<file path="src/rtl/dec_pkg.sv">
// dec_pkg: shared constants, ops-bundle field layout and skid-buffer state type for the decode select pipe.
package dec_pkg;
    localparam int DEF_OPS_W = 64;
    localparam int ALU_OFF = 0;
    localparam int ALU_W   = 24;
    localparam int IO_OFF  = 24;
    localparam int IO_W    = 16;
    localparam int BJ_OFF  = 40;
    localparam int BJ_W    = 16;
    localparam int SYS_OFF = 56;
    localparam int SYS_W   = 8;
    localparam int SEL_C16 = 0;
    localparam int SEL_I32 = 1;
    typedef enum logic [1:0] {EMPTY, ONE, FULL} buf_state_t;
endpackage

</file>
<file path="src/rtl/dec_skid_buf.sv">
// dec_skid_buf: generic 2-entry skid buffer with registered in_ready and flush.
module dec_skid_buf
    import dec_pkg::*;
#(
    parameter int W = 8
) (
    input  logic         clk,
    input  logic         reset_n,
    input  logic         flush,
    input  logic         in_valid,
    output logic         in_ready,
    input  logic [W-1:0] in_data,
    output logic         out_valid,
    input  logic         out_ready,
    output logic [W-1:0] out_data
);
    buf_state_t state, state_nx;
    logic [W-1:0] skid;
    logic acc, drn, ld_main_in, ld_main_skid, ld_skid;

    assign acc       = in_valid & in_ready;
    assign drn       = out_valid & out_ready;
    assign out_valid = state != EMPTY;

    always_comb begin
        state_nx     = state;
        ld_main_in   = 1'b0;
        ld_main_skid = 1'b0;
        ld_skid      = 1'b0;
        case (state)
            EMPTY: if (acc) begin
                state_nx   = ONE;
                ld_main_in = 1'b1;
            end
            ONE: if (acc && drn) ld_main_in = 1'b1;
                 else if (acc) begin
                     state_nx = FULL;
                     ld_skid  = 1'b1;
                 end
                 else if (drn) state_nx = EMPTY;
            FULL: if (drn) begin
                state_nx     = ONE;
                ld_main_skid = 1'b1;
            end
            default: state_nx = EMPTY;
        endcase
        // a flush drops the incoming word and anything buffered; data regs keep stale contents
        if (flush) begin
            state_nx     = EMPTY;
            ld_main_in   = 1'b0;
            ld_main_skid = 1'b0;
            ld_skid      = 1'b0;
        end
    end

    always_ff @(posedge clk or negedge reset_n) begin
        if (!reset_n) begin
            state    <= EMPTY;
            in_ready <= 1'b1;
            out_data <= '0;
            skid     <= '0;
        end else begin
            state    <= state_nx;
            in_ready <= state_nx != FULL;
            if (ld_main_in) out_data <= in_data;
            else if (ld_main_skid) out_data <= skid;
            if (ld_skid) skid <= in_data;
        end
    end
endmodule

</file>
<file path="src/rtl/dec_sel_pipe.sv">
// dec_sel_pipe: selects one of N_SRC decoder ops bundles by index and registers it with the PC through a skid buffer.
// Optional DEC_SEL_PIPE_PERF_EN adds saturating stall / compressed-accept counters.
module dec_sel_pipe
    import dec_pkg::*;
#(
    parameter  int N_SRC = 2,
    parameter  int OPS_W = DEF_OPS_W,
    parameter  int XLEN  = 64,
    localparam int SEL_W = $clog2(N_SRC)
) (
    input  logic                   clk,
    input  logic                   reset_n,
    input  logic                   flush,
    input  logic                   src_valid,
    output logic                   src_ready,
    input  logic [SEL_W-1:0]       src_sel,
    input  logic [N_SRC*OPS_W-1:0] src_ops,
    input  logic [XLEN-1:0]        src_pc,
    output logic                   id_valid,
    input  logic                   id_ready,
    output logic [OPS_W-1:0]       id_ops,
    output logic [XLEN-1:0]        id_pc,
    output logic [SEL_W-1:0]       id_sel,
    output logic                   id_illegal
`ifdef DEC_SEL_PIPE_PERF_EN
    ,
    output logic [31:0]            perf_stall_cnt,
    output logic [31:0]            perf_cmp_cnt
`endif
);
    localparam int PW = 1 + SEL_W + XLEN + OPS_W;

    logic [OPS_W-1:0] sel_ops;
    logic             illegal;

    // out-of-range indices (only possible for non power-of-2 N_SRC) yield a zero bundle
    always_comb begin
        sel_ops = '0;
        for (int i = 0; i < N_SRC; i++)
            if (src_sel == SEL_W'(i)) sel_ops = src_ops[i*OPS_W +: OPS_W];
    end

    assign illegal = 32'(src_sel) >= N_SRC;

    dec_skid_buf #(.W(PW)) u_buf (
        .clk       (clk),
        .reset_n   (reset_n),
        .flush     (flush),
        .in_valid  (src_valid),
        .in_ready  (src_ready),
        .in_data   ({illegal, src_sel, src_pc, sel_ops}),
        .out_valid (id_valid),
        .out_ready (id_ready),
        .out_data  ({id_illegal, id_sel, id_pc, id_ops})
    );

`ifdef DEC_SEL_PIPE_PERF_EN
    logic acc;
    assign acc = src_valid & src_ready;

    always_ff @(posedge clk or negedge reset_n) begin
        if (!reset_n) begin
            perf_stall_cnt <= '0;
            perf_cmp_cnt   <= '0;
        end else begin
            if (id_valid && !id_ready && perf_stall_cnt != '1) perf_stall_cnt <= perf_stall_cnt + 32'd1;
            if (acc && src_sel == SEL_W'(SEL_C16) && perf_cmp_cnt != '1) perf_cmp_cnt <= perf_cmp_cnt + 32'd1;
        end
    end
`endif
endmodule

</file>
<file path="config.mk">
export PLATFORM = sky130hd
export DESIGN_NAME = dec_sel_pipe
export DESIGN_NICKNAME = d
export VERILOG_FILES = /design/src/rtl/dec_pkg.sv /design/src/rtl/dec_skid_buf.sv /design/src/rtl/dec_sel_pipe.sv
export SDC_FILE = /design/constraint.sdc
export NUM_CORES = 1
export LEC_CHECK = 0
export CORE_ASPECT_RATIO = 2
export CORE_MARGIN = 8
export CORE_UTILIZATION = 25
export DETAILED_ROUTE_END_ITERATION = 6
export HOLD_SLACK_MARGIN = 0.06
export PLACE_DENSITY = 0.55
export SLEW_MARGIN = 20
export SYNTH_ARGS = -nofsm -noshare
export SYNTH_HDL_FRONTEND = slang
export SYNTH_SLANG_ARGS = --single-unit
</file>
<file path="constraint.sdc">
create_clock -name clk -period 1.9 [get_ports clk]
set_clock_uncertainty 0.15 [all_clocks]
set_input_delay 0.475 -clock clk [delete_from_list [all_inputs] [get_ports clk]]
set_output_delay 0.475 -clock clk [all_outputs]
set_load 0.1 [all_outputs]
</file>
==> results of run 1 <==
cell type report:
class / instances / share of cell area [%]
flip-flops and latches: 261 / 29.9
clock inverters: 9 / 0.561
inverters: 68 / 1.17
diodes: 2 / 0.0229
multi-input cells: 593 / 27.4
well taps: 627 / 3.59
repair buffers: 522 / 34.1
clock buffers: 35 / 3.26
cell usage after synthesis:
cell       instances  area share, %
nor4_4             1           0.18
dfstp_2            1           0.22
nand3b_1           1          0.064
o41a_1             1          0.096
dfrtp_1          260             55
nor2b_2            1          0.074
inv_1             68            2.2
nand4b_1           1          0.074
a22oi_1            2           0.13
o21ai_0           66            2.8
xnor2_1            1          0.074
mux2_2           129             12
buf_1              1          0.032
conb_1             1          0.032
mux2i_1          191             16
nand4bb_1          1          0.096
buf_4             14           0.89
clkbuf_1           9           0.29
nor2_1            65            2.1
o41ai_2            1           0.14
buf_2             42            1.8
nand2_1           66            2.1
a21oi_1           64            2.7
or2_2              1          0.053
per-layer routing:
metal	GRT usage [%]	up-vias	wire length, um
met5	0	-	0
met4	5.41	0	1330
met3	3.01	56	2200
met2	30.5	234	25400
met1	15.1	4802	14800
li1	-	4352	-
sequential cells by signal, indices dropped and copies added, names as in the netlist:
signal and cells:
u_buf.in_ready 1, u_buf.out_data 129, u_buf.skid 129, u_buf.state 2
report_power, final:
| group | switching [mW] | internal (mW) | total (mW) |
|---|---|---|---|
| logic | 9.14 | 6.52 | 15.7 |
| registers | 1.75 | 7.25 | 9.00 |
| clock network | 2.20 | 3.02 | 5.22 |
| total | 13.1 | 16.8 | 29.9 |
metrics by stage:
step	utilization [%]	total power [mW]	cell area [um2]	hold WS, ns
final	47.0	29.9	21900	0.287
after CTS	45.2	29.4	21000	0.275
after global placement	38.6	22.8	18000	0.254
after detailed placement	38.6	23.0	18000	0.260
after global routing	47.0	31.1	21900	0.279
after floorplan	-	16.9	11900	0.0294
timing repair:
action | 4_1_cts | 5_1_grt
pin swaps | 12 | 14
endpoints found under the hold margin | 97 | 0
buffers inserted | 36 | 18
endpoints found under the setup margin | 218 | 254
gates cloned | 37 | 10
hold buffers | 1 | 0
gates resized for setup | 243 | 292
logic make-up after synthesis:
| logic type | count (synthesis) |
|---|---|
| other | 1 |
| AO/OA/AOI/OAI | 134 |
| multiplexers | 320 |
| buffers and inverters | 134 |
| XOR/XNOR | 1 |
| flip-flops | 261 |
| AND/OR/NAND/NOR | 137 |
worst max path at each step:
stage	startpoint	end	slack (ns)
after floorplan	u_buf.in_ready$_DFF_PN1_	u_buf.out_data[18]$_DFFE_PN0P_	-0.16
after global placement	flush	u_buf.out_data[56]$_DFFE_PN0P_	-0.71
after detailed placement	flush	u_buf.out_data[63]$_DFFE_PN0P_	-0.71
after CTS	u_buf.state[1]$_DFF_PN0_	id_valid	-0.24
after global routing	u_buf.in_ready$_DFF_PN1_	u_buf.out_data[61]$_DFFE_PN0P_	-0.27
final	u_buf.in_ready$_DFF_PN1_	u_buf.out_data[34]$_DFFE_PN0P_	-0.19
==> summary.txt, run 1 <==
Synthesis
  – Register area share after synthesis: 55.5%
  – Post-synthesis compound-gate area fraction: 5.89%
  – #FFs+latches synth: 261
  – Main combinational cell family by area after synthesis: multiplexers
  – Post-Synth Adder-Cell Area: 0%
  – Mapped Area: 0.0118 mm2
  – Distinct cells, synth: 24
  – Post-synthesis cell count: 988
  – Ys Warns: 0
  – Synth Net Count: 1,186
  – Synth Area in Simple Gates: 4.72%
  – Syn_area_per_cell: 11.9 um2
  – XOR/XNOR Fraction of Synth Area: 0.0744%
  – Mux share of post-synthesis cell area: 28.6%

Worst setup path
  – Capturing point of the worst reg2reg path: u_buf.out_data[34]$_DFFE_PN0P_
  – CP cell instances: nand2_8, o41ai_4, buf_4, buf_12, buf_16, mux2_4
  – Critical path required time: 2.16 ns
  – WP data arrival: 2.35 ns
  – Critical path's slowest cell: dfstp_4
  – Kind of critical path: reg -> reg
  – Crit path capture type: flop
  – Worst-case reg-to-reg path depth: 6
  – CP Max Fanout: 8
  – WP buf/inv: 3
  – R2R setup slack: -0.19 ns
  – Crit-path leading delay family: flip-flops
  – Crit. path cell count: 6
  – FF-to-FF Start: u_buf.in_ready$_DFF_PN1_
  – Startpoint Class: flop
  – Max stage delay on crit path: 0.65 ns

Drt
  – 1st-iter DRT viols: 299
  – Routed WL: 43,700 um
  – Vias: 9,444
  – ANT nets after route: 0
  – First-pass DRT Iterations: 4
  – Remaining DRCs: 0
  – Wire per inst: 20.7 um
  – Via-to-Cell Ratio: 4.46

Placement
  – GP Congestion: 0.758
  – Detail Placement HPWL: 28,700 um
  – Port Buffers: 328
  – Setup slack at placement: -0.709 ns
  – Inst Count DP: 1,998

STA
  – Fmax: 478 MHz
  – RSZ-0062 raised after global routing: yes
  – Fin crit share: 110%
  – Setup tns final: -19.74 ns
  – Slew Limit Fails: 0
  – Worst setup margin: -0.192 ns
  – Setup violators final: 232
  – Final Hold Viols: 0
  – Min Tclk post-route: 2.09 ns

Outcome
  – Status: finished with violations
  – Failing checks: negative setup slack

Global route
  – Initial antenna violation count: 2
  – Total GRT Usage: 15.3%
  – First-pass GRT wire length: 64,300 um
  – Largest net degree at the start of global routing: 50
  – Grt ovf: 0
  – Number of global-route vias before repair: 10.4k

Floorplanning
  – Chip width: 169 um
  – Top-level port count: 330
  – Core Region: 0.0465 mm2
  – Die height: 323 um
  – Die Footprint: 0.0547 mm2
  – Initial core utilization: 25.3%
  – FP Rows: 112

Clock tree
  – CTS Buffer Depth: 3
  – Num CTS Buffers: 25
  – CTS tree: yes
  – H-tree depth: 1
  – Worst-Skew Late Latency: 0.54 ns
  – Clock Root Buffer: clkbuf_16
  – Reg clk slew, reported paths: 0.07 ns
  – Clk sink count: 261

Finish
  – Combined area of the multi-input logic cells: 0.00599 mm2
  – P&R area growth vs syn: 85.8%
  – Layout cells sized above 1: 48.0%
  – Fill cells: 4,165
  – Most frequent cells in the layout: 256 x dfrtp_1, 195 x clkdlybuf4s50_1, 178 x buf_12
  – Final std cells w/o fill: 2,117
  – Final #Nets: 1,669
  – Commonest non-fill, non-tap cell in the layout: dfrtp_1
  – Seq. cell area: 0.00654 mm2

Power and ir drop
  – Max IR drop VDD: 803 uV
  – Leakage Power: 9.57 nW
  – Pwr per Cell Area: 1370 mW/mm2

Hold path
  – Hold Crit Class: in -> async

Run
  – Number of max-cap violations: 0
No activity file was read; power rests on OpenSTA's default activity.
==> run 2, diff against run 1 <==
- HOLD_SLACK_MARGIN: 0.06 -> not set
==> results of run 2 <==
Final layout, timing and power as in run 1 (identical DEF).
==> run 3, diff against run 2 <==
- CORE_UTILIZATION: 25 -> 44
- PLACE_DENSITY: 0.55 -> 0.83
==> run 3 against run 2 <==
The flow still finishes with violations (negative setup slack). Highest routed layer unchanged. Via count rose by 6.2%. First-iteration DRC count rose by 70%. Critical endpoint is now u_buf.out_data[83]$_DFFE_PN0P_. Worst hold slack improved by 0.062 ns. Sequential power rose by 2%. Global-route usage rose by 9.5 points. Die area fell by 40%. Register-to-register slack barely moved. Fmax rose by 0.23%. Core utilization rose by 33 points. Non-clock buffer count fell by 38. Sequential share of layout area rose by 1.1 points.
==> summary.txt, run 3 (synthesized netlist as in run 1, its figures left out) <==
Outcome
  – Status: finished with violations
  – Failing checks: negative setup slack

STA
  – Min Tclk post-route: 2.09 ns
  – Slew Limit Fails: 0
  – Fmax: 479 MHz
  – Final Hold Viols: 0
  – RSZ-0062 raised after global routing: yes
  – Tightest Pin Transition: 0.547 ns
  – Setup violators final: 198
  – Fin crit share: 110%
  – Slew headroom: 62.5%
  – Worst setup margin: -0.187 ns

Floorplanning
  – Core Region: 0.0263 mm2
  – Die Footprint: 0.0325 mm2
  – Top-level port count: 330
  – Die height: 247 um
  – Chip width: 132 um
  – Initial core utilization: 44.8%
  – FP Rows: 84

Global route
  – Total GRT Usage: 24.7%
  – Initial antenna violation count: 5
  – Number of global-route vias before repair: 10.8k
  – Grt ovf: 0
  – First-pass GRT wire length: 63,000 um
  – Largest net degree at the start of global routing: 49

Power and ir drop
  – Net load switching power: 13.5 mW
  – Max IR drop VDD: 1210 uV
  – P_int: 16.7 mW
  – Combinational power share: 52.8%
  – Part of the power in the clock network: 16.9%
  – Leakage Power: 9.34 nW
  – Sequential power share: 30.3%
  – Switching share of power: 44.7%
  – Pwr per Cell Area: 1430 mW/mm2

Finish
  – Seq. cell area: 0.00654 mm2
  – Most frequent cells in the layout: 259 x dfrtp_1, 194 x clkdlybuf4s50_1, 180 x buf_12
  – P&R area growth vs syn: 79.3%
  – Fill cells: 1,292
  – Layout cells sized above 1: 43.0%
  – Final #Nets: 1,630
  – Combined area of the multi-input logic cells: 0.00580 mm2
  – Final Cell Area: 0.0211 mm2
  – Commonest non-fill, non-tap cell in the layout: dfrtp_1
  – Top Registers: u_buf.out_data x129, u_buf.skid x129, u_buf.state x2

Worst setup path
  – WP data arrival: 2.33 ns
  – Critical path required time: 2.14 ns
  – CP Max Fanout: 8
  – Crit path capture type: flop
  – Kind of critical path: reg -> reg
  – Startpoint Class: flop

Drt
  – Vias: 10.0k
  – 1st-iter DRT viols: 508
  – First-pass DRT Iterations: 5
  – ANT nets after route: 0
  – Via-to-Cell Ratio: 5.58
  – Remaining DRCs: 0
  – Wire per inst: 27.3 um
  – Routed WL: 49,000 um

Clock tree
  – CTS Buffer Depth: 3
  – Worst-Skew Late Latency: 0.52 ns
  – CTS tree: yes
  – Reg clk slew, reported paths: 0.06 ns
  – H-tree depth: 1
  – Clock Root Buffer: clkbuf_16
  – Clk sink count: 261
  – Num CTS Buffers: 24

Placement
  – Setup slack at placement: -0.774 ns
  – Detail Placement HPWL: 26,900 um
  – GP Congestion: 0.843
  – Post-DP Area: 0.0174 mm2
  – Port Buffers: 328

Hold path
  – Hold Crit Class: reg -> reg

Run
  – Number of max-cap violations: 0
-- run 3: final timing paths --
check | from | endpoint | slack [ns] | cells past startpoint
worst max-delay path | u_buf.in_ready$_DFF_PN1_ | u_buf.out_data[83]$_DFFE_PN0P_ | -0.19 | 8
max in group asynchronous | reset_n | u_buf.in_ready$_DFF_PN1_ | 0.58 | 3
min in group asynchronous | reset_n | u_buf.out_data[110]$_DFFE_PN0P_ | 0.37 | 2
worst max register to register | u_buf.in_ready$_DFF_PN1_ | u_buf.out_data[83]$_DFFE_PN0P_ | -0.19 | 8
worst min-delay path | u_buf.skid[24]$_DFFE_PN0P_ | u_buf.skid[24]$_DFFE_PN0P_ | 0.35 | 2
worst min register to register | u_buf.skid[24]$_DFFE_PN0P_ | u_buf.skid[24]$_DFFE_PN0P_ | 0.35 | 2
-- run 3: worst max-delay path, stage by stage, from the launching register on --
cell	delay, ns
dfstp_4	0.65
nand2_8	0.07
nor4_4	0.15
buf_6	0.18
buf_12	0.15
buf_8	0.11
buf_16	0.14
mux2i_1	0.22
a21oi_1	0.11
-- run 3: metal layers --
| metal | vias up | share of wire (%) | global-route usage, % |
|---|---|---|---|
| met4 | 0 | 7.3 | 16.5 |
| met1 | 5106 | 33 | 25.0 |
| met3 | 185 | 4.3 | 3.70 |
| met5 | - | 0 | 0 |
| met2 | 463 | 55 | 46.2 |
| li1 | 4280 | - | - |
-- run 3: stage by stage --
step	TNS [ns]	hold WS (ns)	utilization [%]	instances	power, mW
3_3_place_gp	-135.08	0.266	66.1	1676	22.5
5_1_grt	-29.52	0.366	80.3	1796	31.0
6_report	-16.62	0.349	80.3	1797	30.2
4_1_cts	-16.04	0.314	74.6	1765	28.8
2_1_floorplan	-31.46	0.0294	-	988	16.9
3_5_place_dp	-151.44	0.275	66.1	1676	22.9
-- run 3: area by class of cell --
class / count / share of cell area (%)
diodes: 6 / 0.0712
clock buffers: 36 / 3.35
multi-input cells: 593 / 27.5
clock inverters: 5 / 0.474
repair buffers: 484 / 34.4
well taps: 344 / 2.04
flip-flops and latches: 261 / 31.0
inverters: 68 / 1.21
-- run 3: power by group through the flow --
stage	Sequential (mW)	Clock [mW]	Combinational, mW
2_1_floorplan	14.4	0	2.48
3_3_place_gp	8.68	0	13.8
3_5_place_dp	8.78	0	14.1
4_1_cts	8.76	5.14	14.9
5_1_grt	9.26	5.36	16.4
6_report	9.14	5.11	15.9
-- run 3: what timing repair did --
| item | CTS | global route |
|---|---|---|
| endpoints found under the hold margin | 37 | 0 |
| hold buffers | 1 | 0 |
| resized for setup | 145 | 246 |
| setup endpoints to repair | 183 | 195 |
| setup buffers | 23 | 12 |
| cloned | 24 | 25 |
| pin swaps | 15 | 21 |
